### config.mk
export PLATFORM = sky130hd
export DESIGN_NAME = exec_unit
export DESIGN_NICKNAME = d
export VERILOG_FILES = /design/src/rtl/exec_unit_pkg.sv /design/src/rtl/exec_unit_mul_iter.sv /design/src/rtl/exec_unit.sv
export SDC_FILE = /design/constraint.sdc
export NUM_CORES = 1
export LEC_CHECK = 0
export ABC_AREA = 1
export BUFFER_PORTS_ARGS = -buffer_cell sky130_fd_sc_hd__buf_2
export CAP_MARGIN = 20
export CORE_MARGIN = 2
export CORE_UTILIZATION = 49
export CTS_BUF_LIST = sky130_fd_sc_hd__clkbuf_4 sky130_fd_sc_hd__clkbuf_8 sky130_fd_sc_hd__clkbuf_16
export DETAILED_ROUTE_END_ITERATION = 10
export GPL_TIMING_DRIVEN = 0
export PLACE_DENSITY = 0.71
export SLEW_MARGIN = 0
export SYNTH_ARGS = -nofsm -noshare
export SYNTH_HDL_FRONTEND = slang
export SYNTH_HIERARCHICAL = 1
export SYNTH_SLANG_ARGS = --single-unit
export TNS_END_PERCENT = 10
### constraint.sdc
create_clock -name Clk -period 3 [get_ports Clk]
set_input_delay 0.6 -clock Clk [delete_from_list [all_inputs] [get_ports Clk]]
set_output_delay 0.6 -clock Clk [all_outputs]
set_load 0.02 [all_outputs]
### src/rtl/exec_unit_pkg.sv
// ============================================================================
// Module   : exec_unit_pkg
// Purpose  : Shared op encodings, FSM states and width defaults.
// Revision : 1.0
// ============================================================================
`default_nettype none

package exec_unit_pkg;

  localparam int W_DEFAULT = 8;
  localparam int D_DEFAULT = 4;

  typedef enum logic [3:0] {
    OP_ADD  = 4'h0,
    OP_SUB  = 4'h1,
    OP_AND  = 4'h2,
    OP_OR   = 4'h3,
    OP_XOR  = 4'h4,
    OP_SLL  = 4'h5,
    OP_SRL  = 4'h6,
    OP_MUL  = 4'h7,
    OP_MOV  = 4'h8,
    OP_HALT = 4'h9,
    OP_NOP  = 4'hF
  } op_e;

  typedef enum logic [1:0] {
    ST_IDLE = 2'd0,
    ST_MULT = 2'd1,
    ST_WB   = 2'd2
  } state_e;

  // Single-cycle ops that produce a write-back; MUL and NOP/undefined excluded.
  function automatic logic writes_back(input logic [3:0] op);
    case (op)
      OP_ADD, OP_SUB, OP_AND, OP_OR, OP_XOR,
      OP_SLL, OP_SRL, OP_MOV, OP_HALT: return 1'b1;
      default:                         return 1'b0;
    endcase
  endfunction

endpackage

`default_nettype wire

### src/rtl/exec_unit_mul_iter.sv
// ============================================================================
// Module   : mul_iter
// Purpose  : Iterative shift-add multiplier, one multiplier bit per cycle.
// Revision : 1.0
// ============================================================================
`default_nettype none

module mul_iter
  import exec_unit_pkg::*;
#(
  parameter int W = W_DEFAULT
) (
  input  logic         Clk,
  input  logic         Reset,
  input  logic         i_start,
  input  logic [W-1:0] i_a,
  input  logic [W-1:0] i_b,
  output logic         o_done,
  output logic [W-1:0] o_product
);

  localparam int CW = $clog2(W + 1);

  logic [W-1:0]  r_acc;
  logic [W-1:0]  r_mcand;
  logic [W-1:0]  r_mplier;
  logic [CW-1:0] r_cnt;
  logic [W-1:0]  w_acc_next;

  assign w_acc_next = r_mplier[0] ? (r_acc + r_mcand) : r_acc;

  always_ff @(posedge Clk) begin
    if (Reset) begin
      r_acc    <= '0;
      r_mcand  <= '0;
      r_mplier <= '0;
      r_cnt    <= '0;
    end else if (i_start) begin
      r_acc    <= '0;
      r_mcand  <= i_a;
      r_mplier <= i_b;
      r_cnt    <= CW'(W);
    end else if (r_cnt != '0) begin
      r_acc    <= w_acc_next;
      r_mcand  <= r_mcand << 1;
      r_mplier <= r_mplier >> 1;
      r_cnt    <= r_cnt - 1'b1;
    end
  end

  // The final partial product is folded in combinationally so the caller
  // can register the full product on the W-th cycle after start.
  assign o_done    = (r_cnt == CW'(1));
  assign o_product = w_acc_next;

endmodule

`default_nettype wire

### src/rtl/exec_unit.sv
// ============================================================================
// Module   : exec_unit
// Purpose  : Execute stage: single-cycle ALU ops plus iterative MUL, registered write-back.
// Revision : 1.0
// ============================================================================
`default_nettype none

module exec_unit
  import exec_unit_pkg::*;
#(
  parameter int W = W_DEFAULT,
  parameter int D = D_DEFAULT
) (
  input  logic         Clk,
  input  logic         Reset,
  input  logic         Start,
  input  logic [3:0]   Op,
  input  logic [D-1:0] Dest,
  input  logic [W-1:0] OperandA,
  input  logic [W-1:0] OperandB,
  output logic         Busy,
  output logic         WriteEn,
  output logic [D-1:0] Waddr,
  output logic [W-1:0] Result,
  output logic         Zero,
  output logic         Done
);

  state_e       r_state;
  state_e       w_state_next;
  logic [D-1:0] r_dest;
  logic [W-1:0] w_alu;
  logic         w_mul_start;
  logic         w_mul_done;
  logic [W-1:0] w_mul_product;

  logic         w_busy_next;
  logic         w_we_next;
  logic [D-1:0] w_waddr_next;
  logic [W-1:0] w_result_next;
  logic         w_zero_next;
  logic         w_done_next;

  // Start is honoured in IDLE and WB alike, so issue can overlap a write-back.
  assign w_mul_start = Start && (r_state != ST_MULT) && (Op == OP_MUL);

  mul_iter #(.W(W)) u_mul (
    .Clk       (Clk),
    .Reset     (Reset),
    .i_start   (w_mul_start),
    .i_a       (OperandA),
    .i_b       (OperandB),
    .o_done    (w_mul_done),
    .o_product (w_mul_product)
  );

  always_comb begin
    w_alu = '0;
    case (Op)
      OP_ADD:  w_alu = OperandA + OperandB;
      OP_SUB:  w_alu = OperandA - OperandB;
      OP_AND:  w_alu = OperandA & OperandB;
      OP_OR:   w_alu = OperandA | OperandB;
      OP_XOR:  w_alu = OperandA ^ OperandB;
      OP_SLL:  w_alu = OperandA << OperandB[2:0];
      OP_SRL:  w_alu = OperandA >> OperandB[2:0];
      OP_MOV:  w_alu = OperandB;
      OP_HALT: w_alu = OperandA;
      default: w_alu = '0;
    endcase
  end

  always_ff @(posedge Clk) begin
    if (Reset) r_state <= ST_IDLE;
    else       r_state <= w_state_next;
  end

  always_comb begin
    w_state_next  = r_state;
    w_busy_next   = 1'b0;
    w_we_next     = 1'b0;
    w_waddr_next  = Waddr;
    w_result_next = Result;
    w_zero_next   = Zero;
    w_done_next   = Done;
    case (r_state)
      ST_MULT: begin
        w_busy_next = 1'b1;
        if (w_mul_done) begin
          w_state_next  = ST_WB;
          w_busy_next   = 1'b0;
          w_we_next     = 1'b1;
          w_waddr_next  = r_dest;
          w_result_next = w_mul_product;
          w_zero_next   = (w_mul_product == '0);
          w_done_next   = 1'b0;
        end
      end
      default: begin
        w_state_next = ST_IDLE;
        if (Start) begin
          if (Op == OP_MUL) begin
            w_state_next = ST_MULT;
            w_busy_next  = 1'b1;
          end else if (writes_back(Op)) begin
            w_we_next     = 1'b1;
            w_waddr_next  = Dest;
            w_result_next = w_alu;
            w_zero_next   = (w_alu == '0);
            w_done_next   = (Op == OP_HALT);
          end
        end
      end
    endcase
  end

  always_ff @(posedge Clk) begin
    if (Reset) begin
      Busy    <= 1'b0;
      WriteEn <= 1'b0;
      Waddr   <= '0;
      Result  <= '0;
      Zero    <= 1'b0;
      Done    <= 1'b0;
      r_dest  <= '0;
    end else begin
      Busy    <= w_busy_next;
      WriteEn <= w_we_next;
      Waddr   <= w_waddr_next;
      Result  <= w_result_next;
      Zero    <= w_zero_next;
      Done    <= w_done_next;
      if (w_mul_start) r_dest <= Dest;
    end
  end

endmodule

`default_nettype wire

== Word-level counts from Yosys, hierarchy flattened ==
Memory sizes are Yosys's and may differ from the RTL's.
Cells that the tools add are included.
Widths: inputs -> output; s select.

* Register bits: 50
* Bits in latches: 0
* RAM bits: 0
* Memory bits (read-only): 16
* Output and inout bits: 16
* Logic and storage cells: 92
* Memories kept: 1

{| class="wikitable"
|+ Memory list
! memory !! depth !! bits a word !! rd ports !! clocked after Yosys merged registers in !! wr ports !! line !! RTL
|-
| (no name shown) || 16 || 1 || 1 || 0 || 0 || exec_unit_pkg.sv:35 || <nowiki>case (op)</nowiki>
|}

* Add/subtract/negate cells: 4
* $mul: 0
* Div/mod/pow operators: 0
* $lt $le $gt $ge: 0
* Equality and inequality tests: 14
* Shift-type cells: 2
* Muxes and demuxes: 44
* Bitwise operators: 3
* Reductions and logical operators: 11

{| class="wikitable"
|+ Operators by type and width
! cell !! count
|-
| $mux 8 || 10
|-
| $pmux 8 s9 || 1
|-
| $mux 4 || 7
|-
| $mux 1 || 24
|-
| $add 8x8->8 || 2
|-
| $eq 4x3->1 const B || 4
|-
| $logic_not 8->1 || 2
|-
| $and 8x8->8 || 1
|-
| $eq 4x1->1 const B || 2
|-
| $eq 4x2->1 const B || 2
|-
| $eq 4x4->1 const B || 2
|-
| $or 8x8->8 || 1
|-
| $shl 8x3->8 || 1
|-
| $shr 8x3->8 || 1
|-
| $sub 8x8->8 || 1
|-
| $xor 8x8->8 || 1
|-
| $ne 2x1->1 const B || 3
|-
| $reduce_bool 2->1 || 3
|-
| $logic_not 4->1 || 1
|-
| $mux 2 || 2
|-
| $reduce_and 4->1 || 1
|-
| $reduce_bool 4->1 || 1
|-
| $sub 4x1->4 const B || 1
|-
| $eq 2x1->1 const B || 1
|-
| 2 further kinds || 3
|}

== Logic depth before layout (Yosys ltp) ==
* Word-level depth: 8
* Mapped depth: 22

== Hierarchy ==
The synthesis kept the hierarchy.

{| class="wikitable"
|+ By module, submodules not included
! module !! times used !! cells an instance !! area each (µm²) !! sequential area each (µm²)
|-
| exec_unit || 1 || 464 || 2,660.1 || 440.4
|-
| mul_iter || 1 || 227 || 1,649.1 || 560.5
|}

== Least setup slack after synthesis ==
Ideal clock, no wire load.

* Path kind: input port to flip-flop
* Start: input port OperandB[1]
* End: register Zero
* Setup time: 119 ps
* Data arrival time: 2,804 ps
* Setup slack: 77 ps
* Stages on the path: 21
* Path buffers: 2
* Cell sequence: buf_2 -> inv_2 -> buf_4 -> ha_1 -> inv_1 -> nor3_1 -> inv_1 -> o31ai_1 -> xor2_1 -> inv_1 -> ha_1 -> nand2_1 -> inv_1 -> a21oi_1 -> nand2_1 -> nand3_1 -> nand3_1 -> nand2_1 -> clkinv_1 -> nand4_1 -> a21oi_1

* Word-level cells in the longest chain between the ends: 7
* Elaborated cells on any way between the ends: 13

{| class="wikitable"
|+ Ends and longest elaborated chain
! element !! line !! RTL
|-
| start, declared || exec_unit.sv:20 || <nowiki>input logic [W-1:0] OperandB,</nowiki>
|-
| $sub 8x8->8 (tied with other cells) || exec_unit.sv:61 || <nowiki>OP_SUB: w_alu = OperandA - OperandB;</nowiki>
|-
| $pmux 8 s9 * || exec_unit.sv:59 || <nowiki>case (Op)</nowiki>
|-
| $logic_not 8->1 * || exec_unit.sv:109 || <nowiki>w_zero_next = (w_alu == '0);</nowiki>
|-
| $mux 1 * || exec_unit.sv:105 || <nowiki>end else if (writes_back(Op)) begin</nowiki>
|-
| $mux 1 * || exec_unit.sv:102 || <nowiki>if (Op == OP_MUL) begin</nowiki>
|-
| $mux 1 * || exec_unit.sv:101 || <nowiki>if (Start) begin</nowiki>
|-
| $mux 1 * || exec_unit.sv:86 || <nowiki>case (r_state)</nowiki>
|-
| end signal, assigned || exec_unit.sv:131 || <nowiki>Zero <= w_zero_next;</nowiki>
|-
| end, declared || exec_unit.sv:25 || <nowiki>output logic Zero,</nowiki>
|}

Every way passes the cells marked *; elsewhere a longest branch is shown, timed or not. The select of a mux whose other input is x is not followed.
A chain may end at the register's enable or synchronous reset.

== Final worst setup path ==
* Start: input port OperandB[1]
* End: register Result[7]

* Word-level cells in the longest chain between the ends: 6
* Elaborated cells on any way between the ends: 9

{| class="wikitable"
|+ Ends and longest elaborated chain
! element !! line !! RTL
|-
| $sub 8x8->8 (tied with other cells) || exec_unit.sv:61 ||
|-
| $pmux 8 s9 * || exec_unit.sv:59 ||
|-
| $mux 8 * || exec_unit.sv:105 ||
|-
| $mux 8 * || exec_unit.sv:102 ||
|-
| $mux 8 * || exec_unit.sv:101 ||
|-
| $mux 8 * || exec_unit.sv:86 ||
|-
| end signal, assigned || exec_unit.sv:130 || <nowiki>Result <= w_result_next;</nowiki>
|-
| end, declared || exec_unit.sv:24 || <nowiki>output logic [W-1:0] Result,</nowiki>
|}

Marks and branches as above.

==> impl_metrics.toml <==
[cts]
clk_path_buf_depth = 2
cts_tree = "done"
clk_pin_slew_ns = 0.09
cts.sinks = 50
h-tree-depth = 2
cts_root_buf = "clkbuf_8"
clkLatencyLatePin_ns = 0.30
cts_buffers = 5

[sta]
timing.hold.ws_ns = 0.4648
finalClockSkew_ns = 0.006030
final.setup.tns_ns = 0
period_share_pct = 94.83
relSlewSlack_pct = 64.90
hold_viol = 0
period_minus_slack_ns = 2.845
fmax_mhz = 351.5
rsz0062_at_grt = "true"
final_max_slew_viol_count = 0
worst_slew_pin_slew_ns = 0.5265
setup_viol = 0

[drt]
route.detailed.drc = 0
dr.pass1.iters = 5
vias_per_cell = 5.420
drt_iter0_drc = 275
wirelength_microns = 12520
antenna_left = 0
wl_per_cell_microns = 14.71
via_count = 4612

[synthesis]
syn_area_sq_um = 4309
seq_area_frac_synth_pct = 23.23
synth_area_leaders = "dfxtp_1 23%, nand2_1 17%, ha_1 10%, nand3_1 8.5%, inv_1 6.2%"
ys.flop_type = "dfxtp_1"
synth-edff-count = 0
yosys.area.top_type = "dfxtp_1"
avgSynthCellArea_sq_um = 6.236
syn_inst = 691
syn-num-nets = 755
synth-seq-cells = 50
synthArstFlopShare_pct = 0
yosysTopAreaCellShare_pct = 23.23
synth_warnings = 6
synthDistinctLibCells = 40

[die]
die_w_microns = 97.78
fp-row-count = 34
die_h_microns = 97.78
dieArea_sq_um = 9560
top_level_ports = 43
floorplan.initialDensity_pct = 49.90
core_area_sq_um = 8636

[power]
p_per_area_nw_per_um2 = 592.7
p_leak_nw = 2.478
peakVddDrop_mv = 0.2777

[placed_design]
dp_hpwl_microns = 9726
place.gp.congestion = 0.9441
dp_cells = 841
place_area_sq_um = 4654
io_buffers = 42

[grt]
grt.overflow.total = 0
grt_pass1_wl_microns = 20850
grt_antenna_before_repair = 0
grt_max_degree = 15
grt_pass1_vias = 4450
grtUsageTotal_pct = 26.28

[hold_path]
hold_path_class = "reg -> reg"

[setup_path]
path_buf_inv = 8
cp_max_fo = 11
path_cells = "buf_2, inv_4, buf_6, ha_1, inv_1, nor3_2, inv_1, o31ai_2, xor2_1, inv_1, ha_4, nand2_1, inv_1, a21oi_1, nand2_1, inv_1, nand2_1, nand3_1, nand2_2, o21ai_1, a21oi_1"
crit_top_cell = "inv_1"
worstSetupPathType = "in -> reg"
worstPathArrival_ns = 3.03
path_delay_family = "buffers and inverters"
crit_path_end_kind = "register"
required_ns = 3.18
critPathMaxStageDelay_ns = 0.23
startpoint_type = "input port"
slowest_stage = "ha_4"

[cells_and_area]
final_area_sq_um = 4821
instances_no_fill = 851
drive_gt1_share_pct = 14.94
multiInputGateArea_sq_um = 2854
synthToLayoutAreaGrowth_pct = 11.88
fillCellCount = 871
fin_nets = 806
seqCellArea_sq_um = 1001
n_antenna_cell = 0

[run]
drv_cap = 0

[outcome]
status = "finished clean"
layout make-up:
class	count	share of cell area, %
Timing Repair Buffer	45	4.827
Sequential cell	50	20.76
Tap cell	108	2.803
Clock inverter	1	0.6229
Buffer	20	3.011
Clock buffer	7	1.739
Inverter	89	7.033
Multi-Input combinational cell	531	59.20
worst paths after layout:
| kind | startpoint | end | slack [ns] | cells past startpoint |
|---|---|---|---|---|
| worst min register to register | Result[5] | Result[5] | 0.46 | 2 |
| worst min-delay path | Result[5] | Result[5] | 0.46 | 2 |
| worst max-delay path | OperandB[1] | Result[7] | 0.16 | 21 |
| worst max register to register | u_mul/r_mcand[0] | Zero | 0.69 | 14 |
flip-flops by register name, indices dropped and copies added (netlist names), 2 cells and up:
name	count
Waddr	4
Result	8
u_mul/r_mplier	8
u_mul/r_cnt	4
r_state	2
r_dest	4
u_mul/r_mcand	8
u_mul/r_acc	8
synthesized netlist by cell type (4+ instances only):
cell type	count
buf_6	7
a21oi_1	37
dfxtp_1	50
clkbuf_1	6
nand3_1	73
buf_2	6
nand4_1	5
nand3b_1	9
o21ai_1	8
a31oi_1	10
nor2_2	8
o21ai_0	41
nor2_1	61
nor3_1	5
nand2_1	192
xor2_1	6
inv_1	71
inv_2	14
nand2_2	7
nor2_4	4
ha_1	35
logic make-up (layout without fill, tap and decap cells):
group                      count (synthesis)  count (layout)  share of synthesized area [%]
xor gates and xnor gates                   9               9                          1.829
DFF                                       50              50                          23.23
adders and majority gates                 37              37                          11.09
AOI/OAI and AO/OA                        112             112                          14.61
buffers and inverters                    110             162                          11.21
and+or+nand+nor                          373             373                          38.04
cell usage in the layout (no fill, tap or decap), types with 8 or more instances in the layout:
cell	Yosys	layout
buf_6	7	8
nand3_1	73	73
nand2_2	7	8
a21oi_1	37	36
o21ai_0	41	40
o21ai_1	8	9
nand3b_1	9	9
dfxtp_1	50	50
buf_2	6	47
a31oi_1	10	10
nor2_2	8	8
inv_1	71	71
nor2_1	61	61
inv_2	14	13
nand2_1	192	191
ha_1	35	34
worst min-delay path, delay by kind of cell, from the launching register on:
kind | cells | cell delay, ns
flops | 1 | 0.32
compound gates | 1 | 0.05
simple gates | 1 | 0.06
report_power, final:
group	total (mW)	leakage, nW	switching [mW]	internal, mW
Clock	0.493	0.0593	0.225	0.268
Sequential	0.905	0.409	0.106	0.799
Combinational	1.46	2.01	0.913	0.546
Total	2.86	2.48	1.24	1.61
layer usage:
layer / wire length (microns) / global-route usage, % / up-vias / share of wire (%)
li1: - / - / 2349 / -
met1: 5642 / 33.84 / 2094 / 45
met2: 5914 / 46.05 / 144 / 47
met3: 653 / 2.219 / 25 / 5.2
met4: 308 / 9.615 / 0 / 2.5
met5: 0 / 0 / - / 0
through the flow:
stage / utilization [%] / worst slack [ns] / total power [mW]
final: 55.82 / 0.1550 / 2.857
after global routing: 55.82 / -0.07210 / 3.091
after CTS: 55.43 / 0.09475 / 2.850
after detailed placement: 53.90 / -0.6096 / 2.355
after global placement: 53.90 / -0.5630 / 2.291
after floorplan: - / 0.07669 / 1.981
what timing repair did:
item / CTS / global route
pin swaps: 0 / 1
hold buffers: 0 / 0
buffers inserted: 1 / 2
endpoints found under the setup margin: 3 / 3
resized for setup: 4 / 4
cloned: 0 / 0
Power figures use the tool's default switching activity.
